===== src/rtl/video_timing_gen_pkg.sv =====
// rtl/video_timing_gen_pkg.sv - mode codes, per-mode timing tables and helpers
package video_timing_gen_pkg;

  typedef enum logic [1:0] {
    MODE_NTSC = 2'd0,
    MODE_PAL  = 2'd1,
    MODE_MONO = 2'd2
  } vmode_e;

  localparam logic [10:0] HSYNC_LEN = 11'd128;
  localparam logic [8:0]  VSYNC_LEN = 9'd3;

  typedef struct packed {
    logic [10:0] h_total;
    logic [10:0] h_act_start;
    logic [10:0] h_act_end;
    logic [8:0]  v_total;
    logic [8:0]  v_act_start;
    logic [8:0]  v_act_end;
  } timing_t;

  localparam timing_t TIMING_PAL = '{
    h_total: 11'd1728, h_act_start: 11'd264, h_act_end: 11'd1703,
    v_total: 9'd312,   v_act_start: 9'd22,   v_act_end: 9'd309
  };

  localparam timing_t TIMING_NTSC = '{
    h_total: 11'd1712, h_act_start: 11'd244, h_act_end: 11'd1683,
    v_total: 9'd263,   v_act_start: 9'd18,   v_act_end: 9'd257
  };

  function automatic timing_t timing_for(input logic pal);
    return pal ? TIMING_PAL : TIMING_NTSC;
  endfunction

  // Anything other than the NTSC code (including the mono code) runs PAL timing.
  function automatic logic mode_is_pal(input logic [1:0] mode);
    return mode != MODE_NTSC;
  endfunction

endpackage


===== src/rtl/video_timing_gen_if.sv =====
// rtl/video_timing_gen_if.sv - timing output bundle from the generator to the HDMI encoder
interface video_timing_gen_if;
  logic        hs;
  logic        vs;
  logic        de;
  logic [10:0] hpos;
  logic [8:0]  vpos;
  logic        frame_start;
  logic        cur_mode;

  modport master (output hs, vs, de, hpos, vpos, frame_start, cur_mode);
  modport slave  (input  hs, vs, de, hpos, vpos, frame_start, cur_mode);
endinterface


===== src/rtl/video_timing_axis.sv =====
// rtl/video_timing_axis.sv - one timing axis: wrapping counter with reload plus window compares
module video_timing_axis #(
  parameter int W = 11
) (
  input  logic         clk_i,
  input  logic         reset_i,
  input  logic         load_i,
  input  logic [W-1:0] load_val_i,
  input  logic         en_i,
  input  logic [W-1:0] total_i,
  input  logic [W-1:0] sync_len_i,
  input  logic [W-1:0] act_start_i,
  input  logic [W-1:0] act_end_i,
  output logic [W-1:0] cnt_o,
  output logic         last_o,
  output logic         wrap_o,
  output logic         in_sync_o,
  output logic         in_act_o
);

  logic [W-1:0] cnt_q, cnt_d;
  logic [W-1:0] last_val;
  logic         at_end;

  // ">=" rather than "==" so a count left out of range by a table change still wraps.
  assign last_val = total_i - W'(1);
  assign at_end   = cnt_q >= last_val;

  // Reload beats counting; otherwise step and wrap at the end of the axis.
  always_comb begin
    cnt_d = cnt_q;
    if (load_i) begin
      cnt_d = load_val_i;
    end else if (en_i) begin
      cnt_d = at_end ? '0 : cnt_q + W'(1);
    end
  end

  // Count register.
  always_ff @(posedge clk_i) begin
    if (reset_i) begin
      cnt_q <= '0;
    end else begin
      cnt_q <= cnt_d;
    end
  end

  assign cnt_o     = cnt_q;
  assign last_o    = cnt_q == last_val;
  assign wrap_o    = en_i && at_end;
  assign in_sync_o = cnt_q < sync_len_i;
  assign in_act_o  = (cnt_q >= act_start_i) && (cnt_q <= act_end_i);

endmodule


===== src/rtl/video_timing_gen.sv =====
// rtl/video_timing_gen.sv - PAL/NTSC hs/vs/de generator with analyzer-driven resync
module video_timing_gen
  import video_timing_gen_pkg::*;
#(
  parameter logic [10:0] RESYNC_H = 11'd1,
  parameter logic [8:0]  RESYNC_V = 9'd18
) (
  input  logic               clk_i,
  input  logic               reset_i,
  input  logic [1:0]         mode_i,
  input  logic               vreset_i,
  video_timing_gen_if.master vid
);

  timing_t     tim;
  logic        cur_mode_q;
  logic [10:0] hcnt;
  logic [8:0]  vcnt;
  logic        h_last, h_wrap, h_sync, h_act;
  logic        v_last, v_wrap, v_sync, v_act;
  logic        frame_wrap;

  logic        hs_q, hs_d, vs_q, vs_d, de_q, de_d, fs_q, fs_d, cm_q, cm_d;
  logic [10:0] hpos_q, hpos_d;
  logic [8:0]  vpos_q, vpos_d;

  assign tim = timing_for(cur_mode_q);

  video_timing_axis #(.W(11)) u_h (
    .clk_i      (clk_i),
    .reset_i    (reset_i),
    .load_i     (vreset_i),
    .load_val_i (RESYNC_H),
    .en_i       (1'b1),
    .total_i    (tim.h_total),
    .sync_len_i (HSYNC_LEN),
    .act_start_i(tim.h_act_start),
    .act_end_i  (tim.h_act_end),
    .cnt_o      (hcnt),
    .last_o     (h_last),
    .wrap_o     (h_wrap),
    .in_sync_o  (h_sync),
    .in_act_o   (h_act)
  );

  video_timing_axis #(.W(9)) u_v (
    .clk_i      (clk_i),
    .reset_i    (reset_i),
    .load_i     (vreset_i),
    .load_val_i (RESYNC_V),
    .en_i       (h_wrap),
    .total_i    (tim.v_total),
    .sync_len_i (VSYNC_LEN),
    .act_start_i(tim.v_act_start),
    .act_end_i  (tim.v_act_end),
    .cnt_o      (vcnt),
    .last_o     (v_last),
    .wrap_o     (v_wrap),
    .in_sync_o  (v_sync),
    .in_act_o   (v_act)
  );

  // Only the exact last pixel of the frame counts; an out-of-range guard wrap does not latch a mode.
  assign frame_wrap = v_wrap && h_last && v_last;

  // Mode is only taken at a frame boundary or on resync, so timing never changes mid-frame.
  always_ff @(posedge clk_i) begin
    if (reset_i) begin
      cur_mode_q <= 1'b1;
    end else if (vreset_i || frame_wrap) begin
      cur_mode_q <= mode_is_pal(mode_i);
    end
  end

  // Decode the current counters; positions hold outside the active area.
  always_comb begin
    hs_d   = !h_sync;
    vs_d   = !v_sync;
    de_d   = h_act && v_act;
    hpos_d = de_d ? hcnt - tim.h_act_start : hpos_q;
    vpos_d = de_d ? vcnt - tim.v_act_start : vpos_q;
    fs_d   = (hcnt == 11'd0) && (vcnt == 9'd0);
    cm_d   = cur_mode_q;
  end

  // Output registers: one cycle behind the counters, cur_mode kept aligned with the timing.
  always_ff @(posedge clk_i) begin
    if (reset_i) begin
      hs_q   <= 1'b1;
      vs_q   <= 1'b1;
      de_q   <= 1'b0;
      hpos_q <= '0;
      vpos_q <= '0;
      fs_q   <= 1'b0;
      cm_q   <= 1'b1;
    end else begin
      hs_q   <= hs_d;
      vs_q   <= vs_d;
      de_q   <= de_d;
      hpos_q <= hpos_d;
      vpos_q <= vpos_d;
      fs_q   <= fs_d;
      cm_q   <= cm_d;
    end
  end

  assign vid.hs          = hs_q;
  assign vid.vs          = vs_q;
  assign vid.de          = de_q;
  assign vid.hpos        = hpos_q;
  assign vid.vpos        = vpos_q;
  assign vid.frame_start = fs_q;
  assign vid.cur_mode    = cm_q;

endmodule


===== src/flat_wrapper.sv =====
// flat-port wrapper written by rule: the top's interface ports become plain ports
module video_timing_gen_flat import video_timing_gen_pkg::*;
#(
  parameter logic [10:0] RESYNC_H = 11'd1,
  parameter logic [8:0]  RESYNC_V = 9'd18
)
  (clk_i, reset_i, mode_i, vreset_i, vid_hs, vid_vs, vid_de, vid_hpos, vid_vpos, vid_frame_start, vid_cur_mode);
  video_timing_gen_if vid_i ();
  input  logic clk_i;
  input  logic reset_i;
  input  logic [1:0] mode_i;
  input  logic vreset_i;
  output wire logic [$bits(vid_i.hs)-1:0] vid_hs;
  output wire logic [$bits(vid_i.vs)-1:0] vid_vs;
  output wire logic [$bits(vid_i.de)-1:0] vid_de;
  output wire logic [$bits(vid_i.hpos)-1:0] vid_hpos;
  output wire logic [$bits(vid_i.vpos)-1:0] vid_vpos;
  output wire logic [$bits(vid_i.frame_start)-1:0] vid_frame_start;
  output wire logic [$bits(vid_i.cur_mode)-1:0] vid_cur_mode;
  assign vid_hs = vid_i.hs;
  assign vid_vs = vid_i.vs;
  assign vid_de = vid_i.de;
  assign vid_hpos = vid_i.hpos;
  assign vid_vpos = vid_i.vpos;
  assign vid_frame_start = vid_i.frame_start;
  assign vid_cur_mode = vid_i.cur_mode;
  video_timing_gen #(.RESYNC_H(RESYNC_H), .RESYNC_V(RESYNC_V)) u_core (.clk_i(clk_i), .reset_i(reset_i), .mode_i(mode_i), .vreset_i(vreset_i), .vid(vid_i));
endmodule

===== config.mk =====
export PLATFORM = sky130hd
export DESIGN_NAME = video_timing_gen_flat
export DESIGN_NICKNAME = d
export VERILOG_FILES = /design/src/rtl/video_timing_gen_pkg.sv /design/src/rtl/video_timing_gen_if.sv /design/src/rtl/video_timing_axis.sv /design/src/rtl/video_timing_gen.sv /design/src/flat_wrapper.sv
export SDC_FILE = /design/constraint.sdc
export NUM_CORES = 1
export LEC_CHECK = 0
export ABC_AREA = 1
export BUFFER_PORTS_ARGS = -buffer_cell sky130_fd_sc_hd__buf_4
export CORE_UTILIZATION = 40
export DETAILED_ROUTE_END_ITERATION = 6
export PLACE_DENSITY = 0.67
export SLEW_MARGIN = 20
export SYNTH_ARGS = -nofsm -noshare
export SYNTH_HDL_FRONTEND = slang
export SYNTH_SLANG_ARGS = --single-unit

===== constraint.sdc =====
create_clock -name clk_i -period 6.7 [get_ports clk_i]
set_clock_uncertainty 0.2 [all_clocks]
set_input_delay 1.005 -clock clk_i [delete_from_list [all_inputs] [get_ports clk_i]]
set_output_delay 1.005 -clock clk_i [all_outputs]
set_load 0.03 [all_outputs]

=== Word level (Yosys, flattened, before mapping) ===
Index checks and enable logic that the tools add are counted.

* Register bits: 46
* Input bits: 5
* Output and inout bits: 25
* Logic and storage cells: 50

* $add $sub $neg: 6
* Order comparisons: 8
* Eq/ne operators: 2
* Multiplexer cells: 6
* Reduce and logical (&&, ||, !) cells: 16

{| class="wikitable"
|+ Operators by type and width
! kind !! count
|-
| two-way mux 56 bit || 1
|-
| greater-or-equal comparator 11 bit || 2
|-
| greater-or-equal comparator 9 bit || 2
|-
| adder 11 x 1 -> 11 bit, second input constant || 1
|-
| == test 11 bit || 1
|-
| <= comparator 11 bit || 1
|-
| zero test 11 bit || 1
|-
| < comparator 11 x 8 -> 1 bit, second input constant || 1
|-
| subtractor 11 x 1 -> 11 bit, second input constant || 1
|-
| subtractor 11 bit || 1
|-
| two-way mux 5 bit || 2
|-
| adder 9 x 1 -> 9 bit, second input constant || 1
|-
| == test 9 bit || 1
|-
| <= comparator 9 bit || 1
|-
| zero test 9 bit || 1
|-
| < comparator 9 x 2 -> 1 bit, second input constant || 1
|-
| two-way mux 9 bit || 1
|-
| subtractor 9 x 1 -> 9 bit, second input constant || 1
|-
| subtractor 9 bit || 1
|-
| logical AND 1 bit || 7
|-
| nonzero test 2 bit || 2
|-
| OR reduction 3 bit || 1
|-
| zero test 1 bit || 2
|-
| two-way mux 1 bit || 2
|-
| other kinds (2) || 2
|}

=== Depth between registers and ports, before layout ===
Gate-level depths: netlist of the first run.

* Depth after elaboration: 7
* Mapped depth: 16
* Gate-level depth less buffers: 15

=== By module ===
Synthesis of the first run repeated with hierarchy kept, for this count alone.

* Cell total of the unflattened synthesis: 768
* Area, all modules: 5193.7 um^2

{| class="wikitable"
|+ By module, submodules not included
! module !! instances !! cells each !! area each (um^2) !! sequential area each (um^2)
|-
| video_timing_axis at u_core.u_h || 1 || 296 || 2030.7 || 220.2
|-
| video_timing_axis at u_core.u_v || 1 || 256 || 1685.4 || 180.2
|-
| video_timing_gen || 1 || 216 || 1477.7 || 520.5
|}

=== Worst setup path before layout of the first run ===
No wires, ideal clock.

* Path type: reg-to-reg
* Start: register u_core.cur_mode_q (netlist: u_core.cm_d)
* End: register u_core.vpos_q[1] (netlist: u_core.vid.vpos[1])
* Library setup time: 113 ps
* Data arrival time: 2018 ps
* Required time: 6387 ps
* Setup slack: 4369 ps
* Cell stages (with the launch flop): 17
* Path buffers: 1
* Period minus slack after synthesis: 2331 ps
* Cells stage by stage: dfxtp_1 inv_1 ha_1 ha_1 nand2_1 nand2_1 nand2_1 nand2_1 nand2_1 nand2_1 nand2_1 nand2_2 nor2_4 buf_6 nand3_2 nand2_1 nor2_1

* Word-level cells in the longest chain between the ends: 4
* Elaborated cells between the ends (all ways): 8
* Those cells by class: 4 x order compare; 1 x mux; 3 x reduce/logical

{| class="wikitable"
|+ Ends and longest elaborated chain
! what !! line !! source
|-
| start: declaration || video_timing_gen.sv:16 || <nowiki>logic cur_mode_q;</nowiki>
|-
| start signal: assignment || video_timing_gen.sv:71 || <nowiki>cur_mode_q <= mode_is_pal(mode_i);</nowiki>
|-
| two-way mux 56 bit * || video_timing_gen_pkg.sv:33 || <nowiki>return pal ? TIMING_PAL : TIMING_NTSC;</nowiki>
|-
| greater-or-equal comparator 11 bit, or another cell as far along || video_timing_axis.sv:52 || <nowiki>assign in_act_o = (cnt_q >= act_start_i) && (cnt_q <= act_end_i);</nowiki>
|-
| logical AND 1 bit || video_timing_axis.sv:52 ||
|-
| logical AND 1 bit * || video_timing_gen.sv:79 || <nowiki>de_d = h_act && v_act;</nowiki>
|-
| end signal: assignment || video_timing_gen.sv:101 || <nowiki>vpos_q <= vpos_d;</nowiki>
|-
| end: declaration || video_timing_gen.sv:25 || <nowiki>logic [8:0] vpos_q, vpos_d;</nowiki>
|}

Mark *: on every way between the ends. The rest lies on a longest branch, timed or not.
A chain may end at the register's enable or synchronous reset.

=== Worst setup path after layout of the first run ===
* Start: register u_core.cur_mode_q (netlist: u_core.cm_d)
* End: register u_core.hpos_q[7] (netlist: u_core.vid.hpos[7])

* Word-level cells in the longest chain between the ends: 4
* Elaborated cells between the ends (all ways): 9
* Those cells by class: 1 x add/sub; 4 x order compare; 1 x mux; 3 x reduce/logical

{| class="wikitable"
|+ Ends and longest elaborated chain
! what !! line !! source
|-
| two-way mux 56 bit * || video_timing_gen_pkg.sv:33 ||
|-
| greater-or-equal comparator 11 bit, or another cell as far along || video_timing_axis.sv:52 ||
|-
| logical AND 1 bit || video_timing_axis.sv:52 ||
|-
| logical AND 1 bit || video_timing_gen.sv:79 ||
|-
| end signal: assignment || video_timing_gen.sv:100 || <nowiki>hpos_q <= hpos_d;</nowiki>
|-
| end: declaration || video_timing_gen.sv:24 || <nowiki>logic [10:0] hpos_q, hpos_d;</nowiki>
|}

Marked as above.

==> results.md, run 1 <==
- Outcome: complete, no violations
- CTS sink count: 46
- Register Area: 921 um2
- GRT met3 Usage: 2.52%
- Routed WL: 6520 um
- Slew @ Worst Pin: 662 ps
- Crit Path Category: flip-flop to flip-flop
- Largest area contributor in the netlist: dfxtp_1
- Antenna viol nets, final: 0
- CTS clock-pin slew for the worst setup and hold paths: 90 ps
- Hold Crit Class: flip-flop to flip-flop
- Remaining DRCs: 0
- Crit-path slowest cell: ha_1
- Share of cells above drive strength 1: 15.6%
- DR WL/cell: 11.7 um
- Via Count: 2686
- Final Hold Fails: 0
- Area added between synthesis and finish: 10.9%
- Core area: 7250 um2
- Initial DRC count: 183
- Most common cell after layout, fill and taps aside: nand2_1
- Ys Warns: 0
- # Post-CTS Setup Buffers: 0
- Synth area leaders: dfxtp_1 (31%), nand2_1 (13%), nor2_1 (9.5%)
- #FFs+latches synth: 46
- Initial DRT Pass Iterations: 4
- Cell Pwr Density: 154 nW/um2
- Min Hold Slack: 291 ps
- Crit-path cells: inv_1 > ha_1 > nand2_1 > nor3_1 > nand3_1 > nand2_2 > nand2_2 > nor2_4 > nor2_1 > nor2_1
- TritonCTS clock tree: done
- Die Wd: 88.4 um
- Pwr Total: 510 uW
- GRT met1 Usage: 25.3%
- Clk buf depth: 2
- Max incr delay on CP: 520 ps
- Cell Area, Placed: 3230 um2
- Maximum capacitance violations: 0
- Fmax achieved: 321 MHz
- Fin area: 3320 um2
- I/O Pins: 30
- Clock latency at the later pin of the worst-skew pair: 310 ps
- Via density: 4.84
- Detail Placement HPWL: 5190 um
- Endpoints failing setup: 0
- # port buffers: 29
- Average cell area after synthesis: 6.94 um2
- Setup_tns: 0 ps
- Nets: 483
- # rows: 31
- Leakage: 0.00157 uW
- Global-route wire length before repair: 11000 um
- Post-synth top area share: 30.8%
- Highest-count cells in the layout ignoring fill and taps: nand2_1 (100), nor2_1 (76), dfxtp_1 (46), inv_1 (40), nand3_1 (30)
- Mapped Area: 2990 um2
- Routability congestion estimate: 0.888
- Kind of end point of the critical path: flip-flop
- Fillers: 773
- Slew Viols, Final: 0
- CTS H-tree depth: 2
- Crit path launch type: flip-flop
- Final min period: 3120 ps
- Gr ovfl total: 0
- Die footprint: 7820 um2
- RSZ-0062 raised after global routing: no
- Chip height: 88.4 um
- Critical Path RT: 6740 ps
- Syn nets: 459
- Fin crit share: 46.5%
- N_diodes: 0
- Peak VDD IR: 69.4 uV
- TritonCTS buffer count: 5
- Synth unique cells: 33
- Tot GR Track Use: 17.9%
- Initial Util: 41.2%
- Clk root buf: clkbuf_8
- Initial antenna violation count: 0
- Max-slew headroom: 55.8%
- Largest net degree at the start of global routing: 24
- Critical path fanouts, max: 21
- Multi-input gate area: 1780 um2
- GRT busiest layer: met2
- Hold-fix buffer count after cts: 0
- Grt met2 use: 28.6%
- Arr. time, crit path: 3160 ps
- Synth Instances: 431
- Register area share after synthesis: 30.8%
- Vias in the first global route: 2417
- CTS resizes: 0
## per-layer routing
layer / wire length (um) / share of wire (%)
met5: 0 / 0
met4: 76 / 1.2
met3: 294 / 4.5
met2: 2890 / 44
met1: 3260 / 50
## registers in the layout (all words and copies together) (netlist names)
name                    count
u_core.vid.hs               1
u_core.vid.frame_start      1
u_core.vid.hpos            11
u_core.vid.vs               1
u_core.u_v.cnt_o            9
u_core.vid.cur_mode         1
u_core.vid.de               1
u_core.cm_d                 1
u_core.u_h.cnt_o           11
u_core.vid.vpos             9
## cell usage after synthesis
master,instances
o21ai_1,3
o2111ai_1,1
a31oi_1,1
o21ai_0,10
nor2_4,3
nor3b_1,2
nor2_2,1
inv_1,40
xor2_1,14
nand2_1,100
a21oi_2,3
nor2_1,76
buf_6,6
buf_2,3
inv_2,9
xnor2_1,2
dfxtp_1,46
o21bai_1,1
nor3_1,12
fa_1,2
nand3b_1,1
nand3_2,13
nor4_1,1
nand4_1,8
nand2_2,5
a21oi_1,11
nand3_1,30
ha_1,21
o21ai_2,1
o211ai_1,1
clkinv_1,1
buf_1,1
buf_4,2
## critical path: cells and delay by family, from the launching register on
kind                     cells  cell delay (ps)
AND/OR/NAND/NOR              8             1510
adder cells (fa/ha/maj)      1              520
flip-flops                   1              510
buffers and inverters        1              310
## final cells by class
| type | instances | area share (%) |
|---|---|---|
| clock buffer | 6 | 2.19 |
| clock inverter | 2 | 0.415 |
| inverter | 50 | 5.66 |
| multi-input combinational | 323 | 53.7 |
| sequential | 46 | 27.8 |
| tap | 99 | 3.74 |
| timing repair buffer | 29 | 6.57 |
## worst paths after layout
path	from	end	slack (ps)	cells past startpoint
worst max-delay path	u_core.cm_d	u_core.vid.hpos[7]	3580	10
worst min-delay path	u_core.vid.vpos[3]	u_core.vid.vpos[3]	290	2
worst max register to register	u_core.cm_d	u_core.vid.hpos[7]	3580	10
worst min register to register	u_core.vid.vpos[3]	u_core.vid.vpos[3]	290	2
## where the power goes
part	total, uW	internal [uW]	switching (uW)
logic	56.7	19.5	37.2
clock network	171	73.8	97.7
registers	281	277	4.69
## cell families after synthesis
group / count (synthesis) / synth area share, %
DFF: 46 / 30.8
AOI/OAI and AO/OA: 32 / 6.20
xor gates and xnor gates: 16 / 4.69
adders and majority gates: 23 / 10.1
buffers and inverters: 62 / 9.67
and+or+nand+nor: 252 / 38.5
## stage by stage
| stage | setup WS, ps | util, % | std cells |
|---|---|---|---|
| 2_1_floorplan | 4370 | - | 431 |
| 3_3_place_gp | 3770 | 44.5 | 547 |
| 3_5_place_dp | 3640 | 44.5 | 547 |
| 4_1_cts | 3590 | 45.7 | 555 |
| 5_1_grt | 3260 | 45.7 | 555 |
| 6_report | 3580 | 45.7 | 555 |
(Power assumes the default switching activity.)
==> run 2, diff against run 1 <==
Settings changed: ABC_AREA 1 to 0, PLACE_DENSITY 0.67 to 0.69.
Clock period 6.7 ns to 2.7 ns, I/O delays scaled along.
==> results.md, run 2 <==
- Min Hold Slack: 156 ps (was 291 ps)
- Synth unique cells: 58 (was 33)
- #FFs+latches synth: 46 (unchanged)
- R2R Path Start: u_core.cm_d (unchanged)
- Clk buf depth: 2 (unchanged)
- Syn nets: 350 (was 459)
- Post-synth top cells: dfxtp_1 (46), nor2_1 (33), nand2_1 (28) (was nand2_1 (100), nor2_1 (76), dfxtp_1 (46))
- Maximum capacitance violations: 0 (unchanged)
- Chip height: 86.8 um (was 88.4 um)
- Kind of end point of the critical path: flip-flop (unchanged)
- Cell Int Power: 1010 uW (was 370 uW)
- Clock Power Share: 39.2% (was 33.6%)
- Via Count: 2548 (was 2686)
- TritonCTS clock tree: done (unchanged)
- Initial DRC count: 128 (was 183)
- Comb power frac: 9.3% (was 11.1%)
- Pwr Total: 1350 uW (was 510 uW)
- Multi-input gate area: 1850 um2 (was 1780 um2)
- Die Wd: 86.8 um (was 88.4 um)
- CTS sink count: 46 (unchanged)
- Synth Instances: 322 (was 431)
- Register area share after synthesis: 32.0% (was 30.8%)
- Max incr delay on CP: 380 ps (was 520 ps)
- Largest net degree at the start of global routing: 24 (unchanged)
- Crit path launch type: flip-flop (unchanged)
- Fillers: 658 (was 773)
- Antenna viol nets, final: 0 (unchanged)
- Post-synth top area share: 32.0% (was 30.8%)
- Placed insts: 447 (was 547)
- Net Sw Frac: 24.7% (was 27.4%)
- Share of cells above drive strength 1: 25.3% (was 15.6%)
- Clock latency at the later pin of the worst-skew pair: 310 ps (about the same)
- NetSw: 333 uW (was 140 uW)
- Mapped Area: 2880 um2 (was 2990 um2)
- Gr ovfl total: 0 (unchanged)
- Cell Pwr Density: 388 nW/um2 (was 154 nW/um2)
- Most frequent cell after synthesis: dfxtp_1 (was nand2_1)
- Detail Placement HPWL: 4990 um (was 5190 um)
- Post-synth EDFFs: 0 (unchanged)
- Core area: 6870 um2 (was 7250 um2)
- Most common cell after layout, fill and taps aside: buf_4 (was nand2_1)
- Remaining DRCs: 0 (unchanged)
- Crit-path slowest cell: or3_1 (was ha_1)
- CTS H-tree depth: 2 (unchanged)
- Vias in the first global route: 2298 (was 2417)
- Clk root buf: clkbuf_8 (unchanged)
- Initial antenna violation count: 0 (unchanged)
- Fmax achieved: 391 MHz (was 321 MHz)
- RSZ-0062 raised after global routing: no (unchanged)
- Largest area contributor in the netlist: dfxtp_1 (unchanged)
- N_diodes: 0 (unchanged)
- Hold Crit Class: input pin to flip-flop (was flip-flop to flip-flop)
- Synth area leaders: dfxtp_1 (32%), ha_1 (9.1%), nor2_1 (4.3%) (was dfxtp_1 (31%), nand2_1 (13%), nor2_1 (9.5%))
- Nets: 391 (was 483)
- Peak VDD IR: 274 uV (was 69.4 uV)
- Critical Path RT: 2700 ps (was 6740 ps)
- Ys Warns: 0 (unchanged)
- Endpoints failing setup: 0 (unchanged)
- Die footprint: 7530 um2 (was 7820 um2)
- Fin crit share: 94.7% (was 46.5%)
- Global-route wire length before repair: 11200 um (was 11000 um)
- Crit Path Category: flip-flop to flip-flop (unchanged)
- Average cell area after synthesis: 8.93 um2 (was 6.94 um2)
- Leakage: 0.00141 uW (was 0.00157 uW)
- Final cell count without fillers: 460 (was 555)
- # rows: 30 (was 31)
- FFs w/ async S/R, synth: 0% (unchanged)
- Critical path fanouts, max: 9 (was 21)
- Via density: 5.54 (was 4.84)
- I/O Pins: 30 (unchanged)
- Crit-path cells: inv_2 > ha_1 > nand4b_4 > or3_1 > o22ai_4 > and4_1 > mux2_2 (was inv_1 > ha_1 > nand2_1 > nor3_1 > nand3_1 > nand2_2 > nand2_2 > nor2_4 > nor2_1 > nor2_1)
- DR WL/cell: 15.0 um (was 11.7 um)
- Tot GR Track Use: 18.8% (was 17.9%)
- Arr. time, crit path: 2560 ps (was 3160 ps)
- Highest-count cells in the layout ignoring fill and taps: buf_4 (51), dfxtp_1 (45), nor2_1 (33), nand2_1 (28), ha_1 (18) (was nand2_1 (100), nor2_1 (76), dfxtp_1 (46), inv_1 (40), nand3_1 (30))
- Initial Util: 41.9% (was 41.2%)
- Slew @ Worst Pin: 485 ps (was 662 ps)
- Critical hold path startpoint: vreset_i (was u_core.vid.vpos[3])
- CTS clock-pin slew for the worst setup and hold paths: 90 ps (about the same)
- TritonCTS buffer count: 5 (unchanged)
- Register Area: 922 um2 (was 921 um2)
- Initial DRT Pass Iterations: 4 (unchanged)
- Final Hold Fails: 0 (unchanged)
- Routability congestion estimate: 0.868 (was 0.888)
- Final min period: 2560 ps (was 3120 ps)
- CP startpoint: u_core.cm_d (unchanged)
- Post-synth top flop: dfxtp_1 (unchanged)
- Routed WL: 6890 um (was 6520 um)
- # port buffers: 29 (unchanged)
- Power share of the sequential group: 51.5% (was 55.2%)
- Outcome: complete, no violations (unchanged)
- Slew Viols, Final: 0 (unchanged)
- Area added between synthesis and finish: 20.5% (was 10.9%)
- Max-slew headroom: 66.8% (was 55.8%)
run 2: cell types whose count changed in the layout (fill, tap and decap cells not counted), sizes merged, moves of 24 or more:
cell	previous run	this run
nor2	80	33
inv	49	11
nand3	43	13
buf	29	53
nand2	105	28
run 2: critical path, delay by kind of cell (launching register included):
kind | cells | cell delay [ps]
simple gates | 3 | 830
compound gates | 1 | 310
buf+inv | 1 | 80
mux | 1 | 350
flops | 1 | 350
fa+ha+maj | 1 | 340
run 2: area by class of cell:
cell class / count / area share [%]
multi-input combinational: 246 / 53.3
sequential: 46 / 26.6
timing repair buffer: 53 / 12.2
tap: 96 / 3.47
clock buffer: 5 / 1.99
clock inverter: 3 / 1.26
inverter: 11 / 1.19
run 2: metrics by stage:
step	setup slack, ps	instance area (um2)	util (%)	setup TNS (ps)
6_report	142	3470	50.5	0
5_1_grt	11.8	3470	50.5	0
4_1_cts	67.7	3370	49.1	0
3_5_place_dp	-7.75	3240	47.1	-7.75
3_3_place_gp	63.3	3240	47.1	0
2_1_floorplan	74.1	2880	-	0
run 2: routing by layer:
metal	vias up	routed length, um	global-route usage, %	part of all wire (%)
li1	1255	-	-	-
met1	1222	3340	27.2	48
met2	67	3200	29.0	46
met3	4	296	3.14	4.3
met4	0	56	4.70	0.81
met5	-	0	0	0
run 2: worst paths after layout:
path	endpoint	slack, ps	cells after the start
max	u_core.vid.vpos[1]	140	7
max reg2reg	u_core.vid.vpos[1]	140	7
min reg2reg	u_core.vid.hpos[0]	270	2
min	u_core.u_h.cnt_o[0]	160	3
run 2: kinds of logic (layout without fill, tap and decap cells):
group,Yosys count,after routing,synth area share [%]
adder cells (fa/ha/maj),23,23,10.5
AND/OR/NAND/NOR,125,125,23.2
buffers and inverters,30,72,6.05
flip-flops,46,46,32.0
AO/OA/AOI/OAI,64,64,17.1
multiplexers,12,12,4.48
XOR/XNOR,22,22,6.70
run 2: power groups by stage:
stage               sequential (uW)  combinational [uW]  clock (uW)
finish                          693                 125         527
global route                    694                 137         568
CTS                             693                 121         544
detailed placement              708                 119           0
global placement                708                 116           0
floorplan                       715                69.9           0
run 2: repair_timing:
item / 4_1_cts / 5_1_grt
setup endpoints to repair: 7 / 17
setup buffers: 0 / 5
pin swaps: 0 / 2
hold buffers: 0 / 0
resized for setup: 4 / 10
